[config.mk]
export PLATFORM = sky130hd
export DESIGN_NAME = module_calc_core
export DESIGN_NICKNAME = d
export VERILOG_FILES = /design/src/rtl/module_calc_core.sv
export SDC_FILE = /design/constraint.sdc
export NUM_CORES = 1
export LEC_CHECK = 0
export ABC_AREA = 1
export BUFFER_PORTS_ARGS = -buffer_cell sky130_fd_sc_hd__buf_2
export CAP_MARGIN = 20
export CORE_ASPECT_RATIO = 0.9
export CORE_MARGIN = 2
export CORE_UTILIZATION = 55
export DETAILED_ROUTE_END_ITERATION = 8
export PLACE_DENSITY_LB_ADDON = 0.15
export SYNTH_ARGS = -nofsm -noshare
export SYNTH_HDL_FRONTEND = slang
export SYNTH_SLANG_ARGS = --single-unit
export TNS_END_PERCENT = 10
[constraint.sdc]
create_clock -name clk -period 7.55 [get_ports clk]
set_clock_uncertainty 0.05 [all_clocks]
set_input_delay 1.51 -clock clk [delete_from_list [all_inputs] [get_ports clk]]
set_output_delay 1.51 -clock clk [all_outputs]
set_load 0.05 [all_outputs]
[src/rtl/module_calc_core.sv]
// rtl/module_calc_core.sv - keypad calculator core: operand entry, signed add/sub with saturation, BCD display
module module_calc_core #(
   parameter int NUM_DIGITS   = 4,
   parameter int RESULT_WIDTH = 14
) (
   input  logic                      clk,
   input  logic                      rst,
   input  logic [3:0]                key_code,
   input  logic                      key_pulse,
   output logic [RESULT_WIDTH-1:0]   result,
   output logic                      result_neg,
   output logic                      result_valid,
   output logic                      result_pulse,
   output logic                      overflow,
   output logic [4*NUM_DIGITS-1:0]   disp_bcd,
   output logic                      disp_neg,
   output logic                      bcd_valid,
   output logic                      busy
);

   localparam int RESULT_MAX = 10 ** NUM_DIGITS;
   localparam int TW = RESULT_WIDTH + 4;
   localparam int SW = RESULT_WIDTH + 2;
   localparam int BW = 4 * NUM_DIGITS;
   localparam int CW = $clog2(RESULT_WIDTH + 1);
   localparam logic [TW-1:0]           MAX_T   = TW'(RESULT_MAX);
   localparam logic [RESULT_WIDTH-1:0] SAT_MAG = RESULT_WIDTH'(RESULT_MAX - 1);

   if ((2 ** RESULT_WIDTH) <= (RESULT_MAX - 1)) begin : g_width_check
      $error("RESULT_WIDTH too small to hold 10^NUM_DIGITS-1");
   end

   typedef enum logic [1:0] {C_IDLE, C_LOAD, C_SHIFT} conv_state_t;

   logic [RESULT_WIDTH-1:0] total_mag;
   logic                    total_neg;
   logic [RESULT_WIDTH-1:0] curr;
   logic                    op_sub;
   logic                    show_total;
   logic                    eq_done;

   logic key_acc, is_digit, is_op;
   assign key_acc  = key_pulse && (key_code != 4'd15);
   assign is_digit = (key_code <= 4'd9);
   assign is_op    = (key_code == 4'd10) || (key_code == 4'd11) || (key_code == 4'd13);

   logic [TW-1:0]           tmp;
   logic signed [SW-1:0]    tot_s, cur_s, sum_s;
   logic [SW-1:0]           sum_mag;
   logic [RESULT_WIDTH-1:0] new_mag;
   logic                    new_neg;
   logic                    sat;

   assign tmp = ({4'b0000, curr} * TW'(10)) + {{(TW-4){1'b0}}, key_code};

   always_comb begin
      tot_s = $signed({2'b00, total_mag});
      if (total_neg)
         tot_s = -tot_s;
      cur_s   = $signed({2'b00, curr});
      sum_s   = op_sub ? (tot_s - cur_s) : (tot_s + cur_s);
      sum_mag = sum_s[SW-1] ? $unsigned(-sum_s) : $unsigned(sum_s);
      sat     = ({2'b00, sum_mag} >= MAX_T);
      new_mag = sat ? SAT_MAG : sum_mag[RESULT_WIDTH-1:0];
      // a negative sum always has nonzero magnitude, so zero comes out positive
      new_neg = sum_s[SW-1];
   end

   always_ff @(posedge clk) begin
      if (rst || (key_acc && key_code == 4'd12)) begin
         total_mag    <= '0;
         total_neg    <= 1'b0;
         curr         <= '0;
         op_sub       <= 1'b0;
         show_total   <= 1'b0;
         eq_done      <= 1'b0;
         result_valid <= 1'b0;
         overflow     <= 1'b0;
         result_pulse <= 1'b0;
      end else begin
         result_pulse <= key_acc && is_op;
         if (key_acc && is_digit) begin
            if (eq_done) begin
               total_mag <= '0;
               total_neg <= 1'b0;
               op_sub    <= 1'b0;
               eq_done   <= 1'b0;
            end
            if (tmp < MAX_T)
               curr <= tmp[RESULT_WIDTH-1:0];
            show_total   <= 1'b0;
            result_valid <= 1'b0;
         end else if (key_acc && key_code == 4'd14) begin
            if (!eq_done) begin
               curr         <= curr / RESULT_WIDTH'(10);
               show_total   <= 1'b0;
               result_valid <= 1'b0;
            end
         end else if (key_acc && is_op) begin
            total_mag    <= new_mag;
            total_neg    <= new_neg;
            curr         <= '0;
            show_total   <= 1'b1;
            result_valid <= 1'b1;
            if (sat)
               overflow <= 1'b1;
            op_sub  <= (key_code == 4'd13);
            eq_done <= (key_code == 4'd11);
         end
      end
   end

   assign result     = total_mag;
   assign result_neg = total_neg;
   assign disp_neg   = show_total & total_neg;

   conv_state_t             state, state_nxt;
   logic                    conv_req;
   logic [CW-1:0]           cnt;
   logic [RESULT_WIDTH-1:0] bin_sr;
   logic [RESULT_WIDTH-1:0] disp_val;
   logic [BW-1:0]           bcd_sr, bcd_adj, bcd_nxt;

   assign disp_val = show_total ? total_mag : curr;

   always_ff @(posedge clk) begin
      if (rst)
         state <= C_IDLE;
      else
         state <= state_nxt;
   end

   // LOAD is entered with the operand already captured and performs the first shift
   always_comb begin
      state_nxt = state;
      busy      = 1'b0;
      case (state)
         C_LOAD, C_SHIFT: begin
            busy      = 1'b1;
            state_nxt = (cnt == CW'(1)) ? C_IDLE : C_SHIFT;
         end
         default: state_nxt = C_IDLE;
      endcase
      if (conv_req)
         state_nxt = C_LOAD;
   end

   always_comb begin
      bcd_adj = bcd_sr;
      for (int i = 0; i < NUM_DIGITS; i++) begin
         if (bcd_sr[4*i +: 4] >= 4'd5)
            bcd_adj[4*i +: 4] = bcd_sr[4*i +: 4] + 4'd3;
      end
      bcd_nxt = (bcd_adj << 1) | BW'(bin_sr[RESULT_WIDTH-1]);
   end

   always_ff @(posedge clk) begin
      if (rst) begin
         conv_req  <= 1'b0;
         cnt       <= '0;
         bin_sr    <= '0;
         bcd_sr    <= '0;
         disp_bcd  <= '0;
         bcd_valid <= 1'b1;
      end else begin
         conv_req <= key_acc;
         if (conv_req) begin
            bin_sr <= disp_val;
            bcd_sr <= '0;
            cnt    <= CW'(RESULT_WIDTH);
         end else if (busy) begin
            bin_sr <= bin_sr << 1;
            bcd_sr <= bcd_nxt;
            cnt    <= cnt - CW'(1);
            if (cnt == CW'(1)) begin
               disp_bcd  <= bcd_nxt;
               bcd_valid <= 1'b1;
            end
         end
         if (key_acc)
            bcd_valid <= 1'b0;
         if (key_acc && key_code == 4'd12)
            disp_bcd <= '0;
      end
   end

endmodule

==> results of run 1 <==
## sequential cells by signal, summed over array words and instances (netlist names), 2 cells and up
signal    count
bcd_sr       16
result       14
bin_sr       14
curr         14
cnt           4
disp_bcd     16
state         2
## synth_stat cells, types with 14 or more instances
master and n:
xor2_1 51, inv_1 170, clkbuf_1 24, ha_1 56, nand2_2 21, nand4_1 21, nand3_2 15, dfxtp_1 88
nand3_1 51, nand2_1 208, inv_2 14, a21oi_1 102, o21ai_0 67, nor2_1 93
## final timing paths
kind                            slack, ns  depth (start not counted)                   from                      to
worst min-delay path                 0.42                          2  overflow$_SDFFE_PP0P_   overflow$_SDFFE_PP0P_
worst max-delay path                 2.22                         28   curr[5]$_SDFFE_PP0P_  result[3]$_SDFFE_PP0P_
worst min register to register       0.42                          2  overflow$_SDFFE_PP0P_   overflow$_SDFFE_PP0P_
worst max register to register       2.22                         28   curr[5]$_SDFFE_PP0P_  result[3]$_SDFFE_PP0P_
## where the power goes
group,internal [W],total (W),switching [W],leakage (nW)
sequential,0.000495,0.000542,0.0000473,0.716
clock,0.000267,0.000454,0.000187,0.147
combinational,0.000411,0.00122,0.000813,3.23
## layout by cell type, fill, tap and decap left out, types with 10 or more instances in the layout
master / Yosys / routed
nor3_1: 13 / 13
xnor2_1: 11 / 11
dfxtp_1: 88 / 88
a31oi_1: 10 / 10
nor2_1: 93 / 93
a21oi_1: 102 / 102
nand2_2: 21 / 21
o211ai_1: 13 / 13
buf_2: 2 / 43
inv_1: 170 / 170
nand3_2: 15 / 15
o21ai_0: 67 / 67
nand3_1: 51 / 51
nand4_1: 21 / 21
ha_1: 56 / 56
inv_2: 14 / 14
nand2_1: 208 / 208
xor2_1: 51 / 51
## layer usage
| metal | part of all wire [%] | vias up | wire length [um] | track usage (%) |
|---|---|---|---|---|
| li1 | - | 3763 | - | - |
| met1 | 50 | 3298 | 9426 | 37.57 |
| met2 | 44 | 188 | 8390 | 43.30 |
| met3 | 4.6 | 19 | 872 | 3.612 |
| met4 | 1.6 | 0 | 312 | 8.571 |
| met5 | 0 | - | 0 | 0 |
## worst max-delay path, delay by kind of cell (launching register included)
kind	cells	cell delay (ns)
flip-flops	1	0.47
AND/OR/NAND/NOR	12	1.54
AO/OA/AOI/OAI	9	1.64
buffers and inverters	4	0.76
adder cells (fa/ha/maj)	1	0.36
XOR/XNOR	2	0.34
## cells by family (layout without fill, tap and decap cells)
logic type / after synthesis / after routing / share of synthesized area (%)
and+or+nand+nor: 446 / 446 / 27.77
AOI/OAI and AO/OA: 245 / 245 / 19.34
buffers and inverters: 220 / 253 / 11.25
DFF: 88 / 88 / 23.93
xor gates and xnor gates: 62 / 62 / 7.376
adders and majority gates: 59 / 59 / 10.33
## per-stage QoR
stage	total power [W]	cells
after floorplan	0.001523	1120
after global placement	0.001756	1305
after detailed placement	0.001751	1305
after CTS	0.002219	1321
after global routing	0.002417	1321
final	0.002221	1321
## area by class of cell
cell class,instances,area [sq um],area share [%]
Clock buffer,12,246.5,3.081
Clock inverter,4,52.55,0.6568
Inverter,190,713.2,8.913
Multi-Input combinational cell,812,4772,59.64
Sequential cell,88,1762,22.02
Tap cell,168,210.2,2.627
Timing Repair Buffer,47,245.2,3.065
==> flow_summary.toml, run 1 <==
[sta]
slew_violations = 0
rsz0062_at_grt = "false"
setup_violations = 0
tightest_slew_ns = 1.040
setup_slack_ns = 2.218
period_minus_slack_ns = 5.332
timing.hold.ws_ns = 0.4178
fmax_ghz = 0.1876
period_share_pct = 70.62
hold_viol = 0
slew_headroom_pct = 30.60
tns_ns = 0

[cells_and_area]
nFillCells = 1272
area_delta_synth_final_pct = 8.685
post-route-util_pct = 60.56
layout-drive-gt1-share_pct = 10.93
antenna_cells = 0
fin_area_sq_mm = 0.008001
nets = 1214

[detailed_routing]
antenna_left = 0
drc = 0
routed_via_density = 5.502
wirelength_um = 19000
drt_pass1_iterations = 5
wl_per_cell_um = 14.39
drt_iter0_markers = 535
num_vias = 7268

[job]
cap_violations = 0

[critical_path]
path_max_fanout = 10
cp-start-kind = "flip-flop"
cp_slowest_cell = "dfxtp_1"
end_kind = "flip-flop"
critPathMostFrequentCell = "nand2_1"
arrival_ns = 5.47
worstPathRequired_ns = 7.69
slowest_delay_ns = 0.47
critical_path_class = "flip-flop to flip-flop"

[logic_synthesis]
ys.flop_type = "dfxtp_1"
synth_fp_nets = 1186
synth-edff-count = 0
yosysWarningCount = 0
synth_seq_cells = 88
netlist_top_cells_area = "dfxtp_1 24%, nand2_1 11%, ha_1 9.5%, inv_1 8.7%, a21oi_1 6.9%"
ys_async_sr_fraction_pct = 0
netlist_area_sq_mm = 0.007362
syn_avg_cell_area_sq_um = 6.573
synth_top_area_cell = "dfxtp_1"
netlist_instances = 1120
synthDominantCellAreaShare_pct = 23.93
synth_cell_types = 46
seq_area_frac_synth_pct = 23.93

[place]
pre_cts_ws_ns = 1.988
dp_hpwl_um = 14540
place_congestion = 0.9298
io_buffer_count = 43
placed_area_sq_mm = 0.007702

[cts]
postCtsHoldBufs = 0
cts.sinks = 88
htree_levels = 3
cts_made_buffers = 9
clk_pin_slew_ns = 0.07
clock_latency_ns = 0.35
post_cts_buffers = 0
clockRootBuffer = "clkbuf_16"
cts_buffer_depth = 2
cts_resized = 0
cts_tree = "built"

[grt]
grt.overflow.total = 0
grt_pass1_vias = 6504
grt_pass1_wl_um = 31750
antenna_found_initial = 0
grt_usage_pct = 26.91
grt_max_degree = 30

[floorplanning]
die_area_sq_mm = 0.01433
die_w_um = 126.0
start_util_pct = 55.72
core-area_sq_mm = 0.01321
rows = 40
ios = 44
die_y_um = 113.8

[power_and_ir_drop]
power_density_mw_per_mm2 = 277.6
irDropWorstVdd_mv = 0.2585
leakage_nw = 4.089

[status]
outcome = "completed"

[worst_hold_path]
hp-class = "flip-flop to flip-flop"
Note: power is estimated with default switching activity, not from simulation.
==> run 2, diff against run 1 <==
==> constraint.sdc (replaced) <==
create_clock -name clk -period 4.4 [get_ports clk]
set_clock_uncertainty 0.05 [all_clocks]
set_input_delay 0.88 -clock clk [delete_from_list [all_inputs] [get_ports clk]]
set_output_delay 0.88 -clock clk [all_outputs]
set_load 0.05 [all_outputs]
==> run 2 against run 1 <==
Effect of this change:
- clock-buffer cell count is 2 lower
- flip-flop and latch count stayed put
- worst setup slack worse by 2.1 ns
- cell count is 4.9% higher
==> flow_summary.toml, run 2 (synthesis results as in run 1) <==
[detailed_routing]
drt_iter0_markers = 547
drt_pass1_iterations = 5
wl_per_cell_um = 14.46
drc = 0
antenna_left = 0
routed_via_density = 5.504
wirelength_um = 20040
num_vias = 7629

[sta]
period_share_pct = 97.98
hold_viol = 0
timing.hold.ws_ns = 0.4128
slew_violations = 0
setup_slack_ns = 0.08892
slew_headroom_pct = 26.20
tightest_slew_ns = 1.106
period_minus_slack_ns = 4.311
fmax_ghz = 0.2320
setup_violations = 0
rsz0062_at_grt = "true"

[floorplanning]
die_w_um = 126.0
rows = 40
die_y_um = 113.8
ios = 44
die_area_sq_mm = 0.01433
core-area_sq_mm = 0.01321
start_util_pct = 55.72

[place]
pre_cts_ws_ns = -0.1157
place_congestion = 0.9760
placed_area_sq_mm = 0.008177
io_buffer_count = 43
dp_cells = 1365
dp_hpwl_um = 15120

[cells_and_area]
layout-drive-gt1-share_pct = 22.09
area_delta_synth_final_pct = 21.24
nFillCells = 1189
nets = 1279
instances_no_fill = 1386
fin_area_sq_mm = 0.008926
reg.largest.list = "bcd_sr (16), disp_bcd (16)"
antenna_cells = 0
final_cell_mix = "200 x nand2_1, 168 x inv_1, 89 x a21oi_1"
final_common_cell = "nand2_1"

[status]
outcome = "completed"

[critical_path]
arrival_ns = 4.54
critical_path_class = "flip-flop to flip-flop"
path_max_fanout = 6
cp-start-kind = "flip-flop"
worstPathRequired_ns = 4.63
end_kind = "flip-flop"

[power_and_ir_drop]
power_density_mw_per_mm2 = 471.8
irDropWorstVdd_mv = 0.4609
leakage_nw = 4.488

[cts]
cts.sinks = 88
cts_tree = "built"
cts_buffer_depth = 2
cts_made_buffers = 9
postCtsHoldBufs = 0
clockRootBuffer = "clkbuf_16"
htree_levels = 3
clock_latency_ns = 0.36
clk_pin_slew_ns = 0.06

[job]
cap_violations = 0

[grt]
grt.overflow.total = 0
grt_usage_pct = 27.51
grt_pass1_vias = 6987
grt_max_degree = 30
antenna_found_initial = 0
grt_pass1_wl_um = 32510

[worst_hold_path]
hp-class = "flip-flop to flip-flop"
-- run 2: per-stage QoR --
| step | power (W) | util (%) | setup TNS (ns) |
|---|---|---|---|
| floorplan | 0.002616 | - | 0 |
| detailed placement | 0.003171 | 61.88 | -1.175 |
| global placement | 0.003155 | 61.88 | 0 |
| finish | 0.004211 | 67.56 | 0 |
| global route | 0.004547 | 67.56 | -2.376 |
| CTS | 0.003943 | 64.15 | 0 |
-- run 2: area by class of cell --
cell class | instances | area [sq um] | share of cell area (%)
clock inverter | 6 | 52.55 | 0.5887
clock buffer | 10 | 229.0 | 2.565
timing repair buffer | 112 | 749.5 | 8.396
tap | 168 | 210.2 | 2.355
inverter | 190 | 718.2 | 8.046
sequential | 88 | 1784 | 19.99
multi-input combinational | 812 | 5182 | 58.06
-- run 2: worst paths after layout --
kind              cells after the start  slack (ns)                       to                  start
setup / recovery                     26        0.09  result[12]$_SDFFE_PP0P_   curr[0]$_SDFFE_PP0P_
hold / removal                        2        0.41    overflow$_SDFFE_PP0P_  overflow$_SDFFE_PP0P_
setup reg to reg                     26        0.09  result[12]$_SDFFE_PP0P_   curr[0]$_SDFFE_PP0P_
hold reg to reg                       2        0.41    overflow$_SDFFE_PP0P_  overflow$_SDFFE_PP0P_
-- run 2: repair_timing --
item | 4_1_cts | 5_1_grt
setup buffers | 0 | 5
resized for setup | 6 | 90
pin swaps | 0 | 36
endpoints found under the setup margin | 15 | 29
-- run 2: where the power goes --
part,switching [W],internal (W),leakage (nW)
clock network,0.000345,0.000391,0.131
registers,0.0000583,0.000851,0.722
logic,0.00160,0.000970,3.64
-- run 2: worst max-delay path, cell delays in order, from the launching register on --
cell      delay, ns
dfxtp_4        0.36
inv_1          0.07
ha_2           0.26
o21ai_0        0.29
ha_1           0.33
a31oi_4        0.23
o221ai_2       0.14
a21oi_1        0.16
o21ai_1        0.10
a21oi_1        0.15
o21ai_1        0.10
nand3_1        0.09
nand2_1        0.05
nand2_1        0.07
nand2_1        0.07
a21oi_2        0.16
inv_1          0.06
nand2_2        0.08
nand2_4        0.09
nor2_2         0.10
xor2_1         0.27
a41oi_2        0.16
o31ai_1        0.24
nand2_1        0.16
inv_2          0.15
nand3_2        0.08
a21oi_2        0.15
-- run 2: metal layers --
layer  vias to the layer above  global-route usage, %  part of all wire [%]
met5                         -                      0                     0
met1                      3481                  36.32                    45
met4                         0                  9.744                   2.3
met3                        36                  5.206                   6.3
met2                       226                  45.23                    46
li1                       3886                      -                     -
